[config.mk]
export PLATFORM = sky130hd
export DESIGN_NAME = fetch_unit_flat
export DESIGN_NICKNAME = d
export VERILOG_FILES = /design/src/rtl/riscv_pkg.sv /design/src/rtl/fetch_unit_if.sv /design/src/rtl/fetch_fifo.sv /design/src/rtl/fetch_unit.sv /design/src/flat_wrapper.sv
export SDC_FILE = /design/constraint.sdc
export NUM_CORES = 1
export LEC_CHECK = 0
export CAP_MARGIN = 20
export CORE_MARGIN = 1
export CORE_UTILIZATION = 51
export CTS_CLUSTER_SIZE = 24
export DETAILED_ROUTE_END_ITERATION = 10
export PLACE_DENSITY_LB_ADDON = 0.08
export SLEW_MARGIN = 20
export SYNTH_ARGS = -nofsm -noshare
export SYNTH_HDL_FRONTEND = slang
export SYNTH_SLANG_ARGS = --single-unit
[constraint.sdc]
create_clock -name clk -period 3.7 [get_ports clk]
set_clock_uncertainty 0.2 [all_clocks]
set_input_delay 0.74 -clock clk [delete_from_list [all_inputs] [get_ports clk]]
set_output_delay 0.74 -clock clk [all_outputs]
set_load 0.1 [all_outputs]
[src/rtl/riscv_pkg.sv]
// Shared fetch-stage types and constants: instruction width, PC stride, NOP encoding, FIFO entry.
// No logic of its own; pc_legal is a pure combinational helper.
// Not applicable: no handshake lives here.
package riscv_pkg;

    localparam int          ILEN    = 32;
    localparam logic [31:0] PC_STEP = 32'd4;
    localparam logic [31:0] INS_NOP = 32'h0000_0013;

    typedef struct packed {
        logic [ILEN-1:0] ins;
        logic [ILEN-1:0] pc;
    } fetch_entry_t;

    // Aligned word whose last byte is inside memory; 33-bit sum so a PC near 2^32 cannot wrap into range.
    function automatic logic pc_legal(input logic [31:0] pc, input int unsigned mem_bytes);
        logic [32:0] last_byte;
        last_byte = {1'b0, pc} + 33'd3;
        return (pc[1:0] == 2'b00) && (last_byte < {1'b0, mem_bytes});
    endfunction

endpackage

[src/rtl/fetch_unit_if.sv]
// Fetch-stage bus bundle: instruction memory port, execute redirect, decode valid/ready, fault.
// Wires only, no latency.
// Decode applies backpressure through out_ready; redirect has no handshake.
interface fetch_unit_if
    import riscv_pkg::*;
();
    logic [ILEN-1:0] imem_addr;
    logic [ILEN-1:0] imem_data;
    logic            redirect_valid;
    logic [ILEN-1:0] redirect_pc;
    logic            out_valid;
    logic            out_ready;
    logic [ILEN-1:0] out_ins;
    logic [ILEN-1:0] out_pc;
    logic            fault;

    modport master (
        output imem_addr, out_valid, out_ins, out_pc, fault,
        input  imem_data, redirect_valid, redirect_pc, out_ready
    );

    modport slave (
        input  imem_addr, out_valid, out_ins, out_pc, fault,
        output imem_data, redirect_valid, redirect_pc, out_ready
    );
endinterface

[src/rtl/fetch_fifo.sv]
// Small circular buffer of {ins, pc} entries with synchronous clear; head is the oldest entry.
// Push visible at the head one cycle later; head/count are registered state.
// Caller must not push when full unless it pops in the same cycle; clr overrides push and pop.
module fetch_fifo
    import riscv_pkg::*;
#(
    parameter  int DEPTH = 2,
    localparam int CW    = $clog2(DEPTH + 1)
) (
    input  logic         clk,
    input  logic         rst,
    input  logic         clr,
    input  logic         push,
    input  fetch_entry_t push_dat,
    input  logic         pop,
    output fetch_entry_t head_dat,
    output logic [CW-1:0] count
);
    localparam int AW = (DEPTH > 1) ? $clog2(DEPTH) : 1;

    fetch_entry_t  mem_q [DEPTH];
    fetch_entry_t  mem_d [DEPTH];
    logic [AW-1:0] wr_ptr_q, wr_ptr_d;
    logic [AW-1:0] rd_ptr_q, rd_ptr_d;
    logic [CW-1:0] count_q, count_d;

    // Next-state for storage, pointers and occupancy; DEPTH is a power of two so pointers wrap naturally.
    always_comb begin
        mem_d    = mem_q;
        wr_ptr_d = wr_ptr_q;
        rd_ptr_d = rd_ptr_q;
        count_d  = count_q;
        if (clr) begin
            wr_ptr_d = '0;
            rd_ptr_d = '0;
            count_d  = '0;
        end else begin
            if (push) begin
                mem_d[wr_ptr_q] = push_dat;
                wr_ptr_d        = wr_ptr_q + AW'(1);
            end
            if (pop) begin
                rd_ptr_d = rd_ptr_q + AW'(1);
            end
            case ({push, pop})
                2'b10:   count_d = count_q + CW'(1);
                2'b01:   count_d = count_q - CW'(1);
                default: count_d = count_q;
            endcase
        end
    end

    // State registers; storage is zeroed on reset so the head reads as zero out of reset.
    always_ff @(posedge clk) begin
        if (rst) begin
            for (int i = 0; i < DEPTH; i++) begin
                mem_q[i] <= '0;
            end
            wr_ptr_q <= '0;
            rd_ptr_q <= '0;
            count_q  <= '0;
        end else begin
            mem_q    <= mem_d;
            wr_ptr_q <= wr_ptr_d;
            rd_ptr_q <= rd_ptr_d;
            count_q  <= count_d;
        end
    end

    assign head_dat = mem_q[rd_ptr_q];
    assign count    = count_q;

endmodule

[src/rtl/fetch_unit.sv]
// Fetch stage: owns the PC, reads instruction memory, queues {ins, pc} for decode, flags illegal PCs.
// Fetch in cycle N appears at out_* in N+1 when the queue was empty; one instruction per cycle sustained.
// out_ready low fills the queue and stalls the PC; a full queue still fetches when decode pops that cycle.
module fetch_unit
    import riscv_pkg::*;
#(
    parameter logic [31:0] RESET_PC  = 32'h0,
    parameter int unsigned MEM_BYTES = 400,
    parameter int          DEPTH     = 2
) (
    input logic          clk,
    input logic          rst,
    fetch_unit_if.master bus
);
    localparam int CW = $clog2(DEPTH + 1);

    logic [31:0]   pc_q, pc_d;
    logic          fault_q, fault_d;
    logic [CW-1:0] count;
    fetch_entry_t  head;
    fetch_entry_t  push_dat;
    logic          out_valid;
    logic          pc_ok;
    logic          deq;
    logic          fetch;

    assign out_valid = (count != '0);
    assign pc_ok     = pc_legal(pc_q, MEM_BYTES);
    assign deq       = out_valid && bus.out_ready;
    assign fetch     = !bus.redirect_valid && !fault_q && pc_ok
                       && ((count < CW'(DEPTH)) || deq);

    assign push_dat.ins = bus.imem_data;
    assign push_dat.pc  = pc_q;

    // PC and fault update: redirect beats fetch; an illegal PC that is not being redirected latches fault.
    always_comb begin
        pc_d    = pc_q;
        fault_d = fault_q;
        if (bus.redirect_valid) begin
            pc_d    = bus.redirect_pc;
            fault_d = 1'b0;
        end else if (fetch) begin
            pc_d = pc_q + PC_STEP;
        end else if (!pc_ok && !fault_q) begin
            fault_d = 1'b1;
        end
    end

    // PC and fault registers.
    always_ff @(posedge clk) begin
        if (rst) begin
            pc_q    <= RESET_PC;
            fault_q <= 1'b0;
        end else begin
            pc_q    <= pc_d;
            fault_q <= fault_d;
        end
    end

    // Redirect flushes the queue; a pop in the same cycle is simply discarded with everything else.
    fetch_fifo #(
        .DEPTH (DEPTH)
    ) u_fifo (
        .clk      (clk),
        .rst      (rst),
        .clr      (bus.redirect_valid),
        .push     (fetch),
        .push_dat (push_dat),
        .pop      (deq),
        .head_dat (head),
        .count    (count)
    );

    assign bus.imem_addr = pc_q;
    assign bus.out_valid = out_valid;
    assign bus.out_ins   = head.ins;
    assign bus.out_pc    = head.pc;
    assign bus.fault     = fault_q;

endmodule
[src/flat_wrapper.sv]
// flat-port wrapper written by rule: the top's interface ports become plain ports
module fetch_unit_flat import riscv_pkg::*;
#(
    parameter logic [31:0] RESET_PC  = 32'h0,
    parameter int unsigned MEM_BYTES = 400,
    parameter int          DEPTH     = 2
)
  (clk, rst, bus_imem_addr, bus_out_valid, bus_out_ins, bus_out_pc, bus_fault, bus_imem_data, bus_redirect_valid, bus_redirect_pc, bus_out_ready);
  fetch_unit_if bus_i ();
  input logic clk;
  input logic rst;
  output wire logic [$bits(bus_i.imem_addr)-1:0] bus_imem_addr;
  output wire logic [$bits(bus_i.out_valid)-1:0] bus_out_valid;
  output wire logic [$bits(bus_i.out_ins)-1:0] bus_out_ins;
  output wire logic [$bits(bus_i.out_pc)-1:0] bus_out_pc;
  output wire logic [$bits(bus_i.fault)-1:0] bus_fault;
  input wire logic [$bits(bus_i.imem_data)-1:0] bus_imem_data;
  input wire logic [$bits(bus_i.redirect_valid)-1:0] bus_redirect_valid;
  input wire logic [$bits(bus_i.redirect_pc)-1:0] bus_redirect_pc;
  input wire logic [$bits(bus_i.out_ready)-1:0] bus_out_ready;
  assign bus_imem_addr = bus_i.imem_addr;
  assign bus_out_valid = bus_i.out_valid;
  assign bus_out_ins = bus_i.out_ins;
  assign bus_out_pc = bus_i.out_pc;
  assign bus_fault = bus_i.fault;
  assign bus_i.imem_data = bus_imem_data;
  assign bus_i.redirect_valid = bus_redirect_valid;
  assign bus_i.redirect_pc = bus_redirect_pc;
  assign bus_i.out_ready = bus_out_ready;
  fetch_unit #(.RESET_PC(RESET_PC), .MEM_BYTES(MEM_BYTES), .DEPTH(DEPTH)) u_core (.clk(clk), .rst(rst), .bus(bus_i));
endmodule
* After elaboration in Yosys (flattened, before gate mapping)
Cells that the tools add are included.
** Word-level totals
- Bits of input ports :: 68
- Memories :: 0
- Register bits :: 165
- Memory bits (writable) :: 0
- Memory bits (read-only) :: 0
- Output and inout port bits :: 98
- Latch bits :: 0
** Cells by class
- Bitwise gates (word level) :: 4
- Divide/modulo/power cells :: 0
- Equal/unequal tests :: 2
- Shifts and indexed selects :: 0
- Magnitude comparators :: 5
- $mul :: 0
- Mux-type cells :: 9
- Add/sub/neg operators :: 6
- Reduce and logical (&&, ||, !) cells :: 18
** Operator list (number)
- $mux W64 :: 4
- $bwmux W128 :: 1
- $demux W64 S1 :: 1
- $mux W32 :: 2
- $add A32 B2 Y33 const B :: 1
- $lt A33 B9 Y1 const B :: 1
- $add A32 B3 Y32 const B :: 1
- $logic_and A1 B1 Y1 :: 7
- $reduce_bool A2 Y1 :: 3
- $ge A2 B2 Y1 const B :: 2
- $not A1 Y2 :: 2
- $pmux W2 S2 :: 1
- $reduce_and A2 Y1 :: 2
- $logic_not A1 Y1 :: 3
- $add A1 B1 Y1 const B :: 2
- $add A2 B1 Y2 const B :: 1
- $eq A2 B1 Y1 const B :: 1
- $eq A2 B2 Y1 const B :: 1
- $logic_not A2 Y1 :: 1
- $lt A2 B1 Y1 const B :: 1
- $lt A2 B2 Y1 const B :: 1
- $not A1 Y1 :: 2
- $reduce_or A2 Y1 :: 1
- $sub A2 B1 Y2 const B :: 1
- $logic_or A1 B1 Y1 :: 1

* Depth between registers and ports, before layout
- Depth after elaboration :: 7
- Gate-level depth with buffers :: 13
- Mapped depth without buffers :: 12

* Cells and area by module
A second synthesis with hierarchy kept.
** Unflattened totals
- Cells, all modules :: 883
- Area, all modules :: 7347.0 um^2
** By module, submodules not included
- fetch_fifo :: cells an instance 646, instances 1, area each 5373.9 um^2
- fetch_unit :: cells an instance 237, instances 1, area each 1973.1 um^2

* Worst setup path before layout
OpenSTA, ideal clock, no wires.
- Path type :: register to register
- Start point :: register u_core.pc_q[3], in the netlist u_core.bus.imem_addr[3]
- End point :: register u_core.u_fifo.count_q[1], in the netlist u_core.u_fifo.count[1]
- Arrival time :: 3.710 ns
- Stages on the path, launching flop included :: 13
- Period minus slack after synthesis :: 4.052 ns
- Required time :: 3.358 ns
- Slack :: -0.352 ns
- Cells stage by stage :: dfxtp_1 > ha_1 > o21ai_1 > nor4_2 > a31oi_1 > a211oi_1 > and4_1 > buf_2 > nand2_1 > ha_1 > nor2_1 > xnor2_1 > nor3_1
** Between the ends
- Word-level cells in the longest chain between the ends :: 7
- Elaborated cells between the ends (all ways) :: 9
** Ends and longest elaborated chain
- start: declaration :: line fetch_unit.sv:17 : logic [31:0] pc_q, pc_d;
- start signal: assignment :: line fetch_unit.sv:56 : pc_q <= pc_d;
- $add A32 B2 Y33 (*) :: line riscv_pkg.sv:18 : last_byte = {1'b0, pc} + 33'd3;
- $lt A33 B9 Y1 (*) :: line riscv_pkg.sv:19 : return (pc[1:0] == 2'b00) && (last_byte < {1'b0, mem_bytes});
- $logic_and A1 B1 Y1 (*) :: line riscv_pkg.sv:19
- $logic_and A1 B1 Y1 (*) :: line fetch_unit.sv:30 : assign fetch = !bus.redirect_valid && !fault_q && pc_ok
- $logic_and A1 B1 Y1 (*) :: line fetch_unit.sv:31 : && ((count < CW'(DEPTH)) || deq);
- $eq A2 B1 Y1 / $eq A2 B2 Y1 (equally long branches) :: line fetch_fifo.sv:45 : case ({push, pop})
- $pmux W2 S2 / $reduce_bool A2 Y1 (equally long branches)
- end signal: assignment :: line fetch_fifo.sv:66 : count_q <= count_d;
- end: declaration :: line fetch_fifo.sv:25 : logic [CW-1:0] count_q, count_d;
Mark *: on every way between the ends. The rest lies on a longest branch, timed or not.
A chain may end at the register's enable or synchronous reset.

* Worst setup path in the final report
- Start point :: register u_core.pc_q[2], in the netlist u_core.bus.imem_addr[2]
- End point :: register u_core.u_fifo.mem_q[102] (netlist name)
** Between the ends
- Word-level cells in the longest chain between the ends :: 6
** Ends and longest elaborated chain
- $add A32 B2 Y33 :: line riscv_pkg.sv:18
- $lt A33 B9 Y1 :: line riscv_pkg.sv:19
- $logic_and A1 B1 Y1 :: line riscv_pkg.sv:19
- $logic_and A1 B1 Y1 :: line fetch_unit.sv:30
- $logic_and A1 B1 Y1 :: line fetch_unit.sv:31
- $reduce_and A2 Y1 (no source line)
- end signal: assignment :: line fetch_fifo.sv:63 : mem_q <= mem_d;
- end: declaration :: line fetch_fifo.sv:21 : fetch_entry_t mem_q [DEPTH];
No other way between the ends.

==> results.yml <==
placed_design:
  dp_hpwl_microns: 13680
  place_area_sq_um: 9389
  port_buffers: 165
  dp_slack_ns: 0.2484
  gp_congestion: 0.8705
  dp.cells: 1104
route:
  drtIter0Drc: 659
  antenna_left: 0
  routed_wl_microns: 21410
  wl_per_cell_microns: 18.84
  drc: 0
  first_pass_iters: 7
  vias_per_cell: 6.261
  via_count: 7112
cells_and_area:
  antennaDiodeCount: 0
  stdcell_count: 1136
  fin_area_sq_um: 10030
  fin_nets: 1009
  layout-drive-gt1-share_pct: 30.15
  area_delta_synth_final_pct: 27.83
synthesis:
  synth_common_cells: "dfxtp_1, a21oi_1, clkbuf_1"
  yosysSeqAreaShare_pct: 42.08
  yosysTopAreaCell: "dfxtp_1"
  avgSynthCellArea_sq_um: 9.597
  syn_area_sq_um: 7850
  syn_inst: 818
  yosysMostFrequentCell: "dfxtp_1"
  yosys_most_used_dff: "dfxtp_1"
  yosysTopAreaCellShare_pct: 42.08
  ys_types: 58
  synth-edff-count: 0
  syn_nets: 888
  synth.area.top_cells: "dfxtp_1, mux2_2, o41ai_2"
  ys.warnings.count: 0
  ys_seq_elements: 165
  postSynth.asyncResetShare_pct: 0
floorplan:
  ioPinCount: 166
  core_area_sq_um: 14750
  rows: 44
  fp.dieW_microns: 126.1
  fp.dieH_microns: 126.1
  die_area_sq_um: 15890
  initial_core_util_pct: 53.21
pwr:
  power_leakage_nw: 3.629
  p_comb_share_pct: 13.4
  pwr-share-clk_pct: 43.7
  switching_power_w: 0.001233
  seq_power_share_pct: 42.9
  p_sw_share_pct: 28.68
  intPower_w: 0.003066
  p_per_area_nw_per_um2: 428.4
  vdd_drop_max_v: 0.0003592
clocking:
  ctsResizeCount: 0
  cts_sinks: 165
  cts_buffers: 17
  cts_htree_levels: 4
  cts_buffer_depth: 2
  insertion_delay_ns: 0.43
  root_buffer: "clkbuf_16"
  cts_tree: "yes"
  hold_buffers: 0
  clk_pin_slew_ns: 0.07
  post_cts_buffers: 0
setup_path:
  criticalPathCategory: "reg -> reg"
  crit_fanout: 44
  worstPathRequired_ns: 3.77
  end_kind: "flop"
  arrival_ns: 3.57
  cp-start-kind: "flop"
sta:
  fmax_ghz: 0.2857
  fin_crit_ns: 3.500
  rsz0062_at_grt: "no"
  hold_violations: 0
  setup_viol: 0
  setup_ws_ns: 0.1995
  maxSlewHeadroom_pct: 34.79
  drv_slew: 0
  worst_pin_slew_ns: 0.9751
  tns_ns: 0
  period_share_pct: 94.61
global_route:
  grt_pass1_wl_microns: 35160
  overflow: 0
  grt.total_usage_pct: 27.22
  antenna_found_initial: 0
  grt_pass1_vias: 6905
  grt_max_degree: 90
min_path:
  min_path_type: "reg -> reg"
run_status:
  outcome: "complete, no violations"
job:
  cap_violations: 0
-- final timing paths --
kind | start | to | cells after the start | slack (ns)
min | u_core.u_fifo.mem_q[114] | u_core.u_fifo.mem_q[114] | 2 | 0.26
max | u_core.bus.imem_addr[2] | u_core.u_fifo.mem_q[102] | 9 | 0.20
min reg2reg | u_core.u_fifo.mem_q[114] | u_core.u_fifo.mem_q[114] | 2 | 0.26
max reg2reg | u_core.bus.imem_addr[2] | u_core.u_fifo.mem_q[102] | 9 | 0.20
-- layout make-up --
class | instances | area (sq um)
Inverter | 9 | 33.78
Tap cell | 184 | 230.2
Multi-Input combinational cell | 553 | 4131
Clock inverter | 15 | 220.2
Fill cell | 1163 | 4720
Timing Repair Buffer | 193 | 1667
Clock buffer | 17 | 425.4
Sequential cell | 165 | 3327
-- metal layers --
layer	vias to the layer above	share of wire, %	track usage [%]
met5	-	0	0
li1	3326	-	-
met4	0	1.4	8.646
met2	283	48	45.04
met1	3479	43	35.17
met3	24	7.0	6.160
-- metrics by stage --
stage	util (%)	hold slack (ns)	total power, W
6_report	68.01	0.2603	0.004299
5_1_grt	68.01	0.2741	0.004426
4_1_cts	68.01	0.2606	0.004324
3_5_place_dp	63.64	0.2516	0.002455
3_3_place_gp	63.64	0.2433	0.002444
2_1_floorplan	-	0.2368	0.002263
-- power by group through the flow --
stage | combinational, W | clock, W | sequential [W]
floorplan | 0.000238 | 0 | 0.00203
global placement | 0.000563 | 0 | 0.00188
detailed placement | 0.000572 | 0 | 0.00188
CTS | 0.000574 | 0.00191 | 0.00184
global route | 0.000607 | 0.00197 | 0.00185
finish | 0.000577 | 0.00188 | 0.00184
-- sequential cells by signal, indices dropped and copies added (netlist names) --
signal,flops
u_core.bus.fault,1
u_core.bus.imem_addr,32
u_core.u_fifo.count,2
u_core.u_fifo.mem_q,128
u_core.u_fifo.rd_ptr_q,1
u_core.u_fifo.wr_ptr_q,1
-- logic make-up after synthesis --
logic type               share of synthesized area [%]
AND/OR/NAND/NOR                                  19.40
AO/OA/AOI/OAI                                    19.83
flip-flops                                       42.08
buffers and inverters                            5.451
multiplexers                                     12.37
XOR/XNOR                                        0.5578
adder cells (fa/ha/maj)                         0.3187
-- cell usage in the layout, fill, tap and decap left out, drive strengths merged, types with 3 or more instances in the layout --
cell type and n:
and2 3, buf 120, a21oi 86, nor2 47
o41ai 40, mux2 64, clkdlybuf4s50 73, clkbuf 17
a211oi 6, nand3 49, a31o 3, o21ai 41
xnor2 4, bufinv 3, nor4 9, a31oi 3
mux2i 25, nor3 11, a2111oi 3, nand4 53
or3 4, clkinv 7, dfxtp 165, and4 8
nor3b 50, a311oi 3, and3 3, nand2 9
inv 12
-- critical path, cell delays in order, from the launching register on --
cell     delay [ns]
dfxtp_2        0.33
ha_1           0.21
o21ai_1        0.17
or4_1          0.62
nor4b_2        0.31
o32ai_1        0.20
or3_4          0.55
buf_12         0.25
o41ai_2        0.36
a21oi_1        0.11
(Power assumes the default switching activity.)
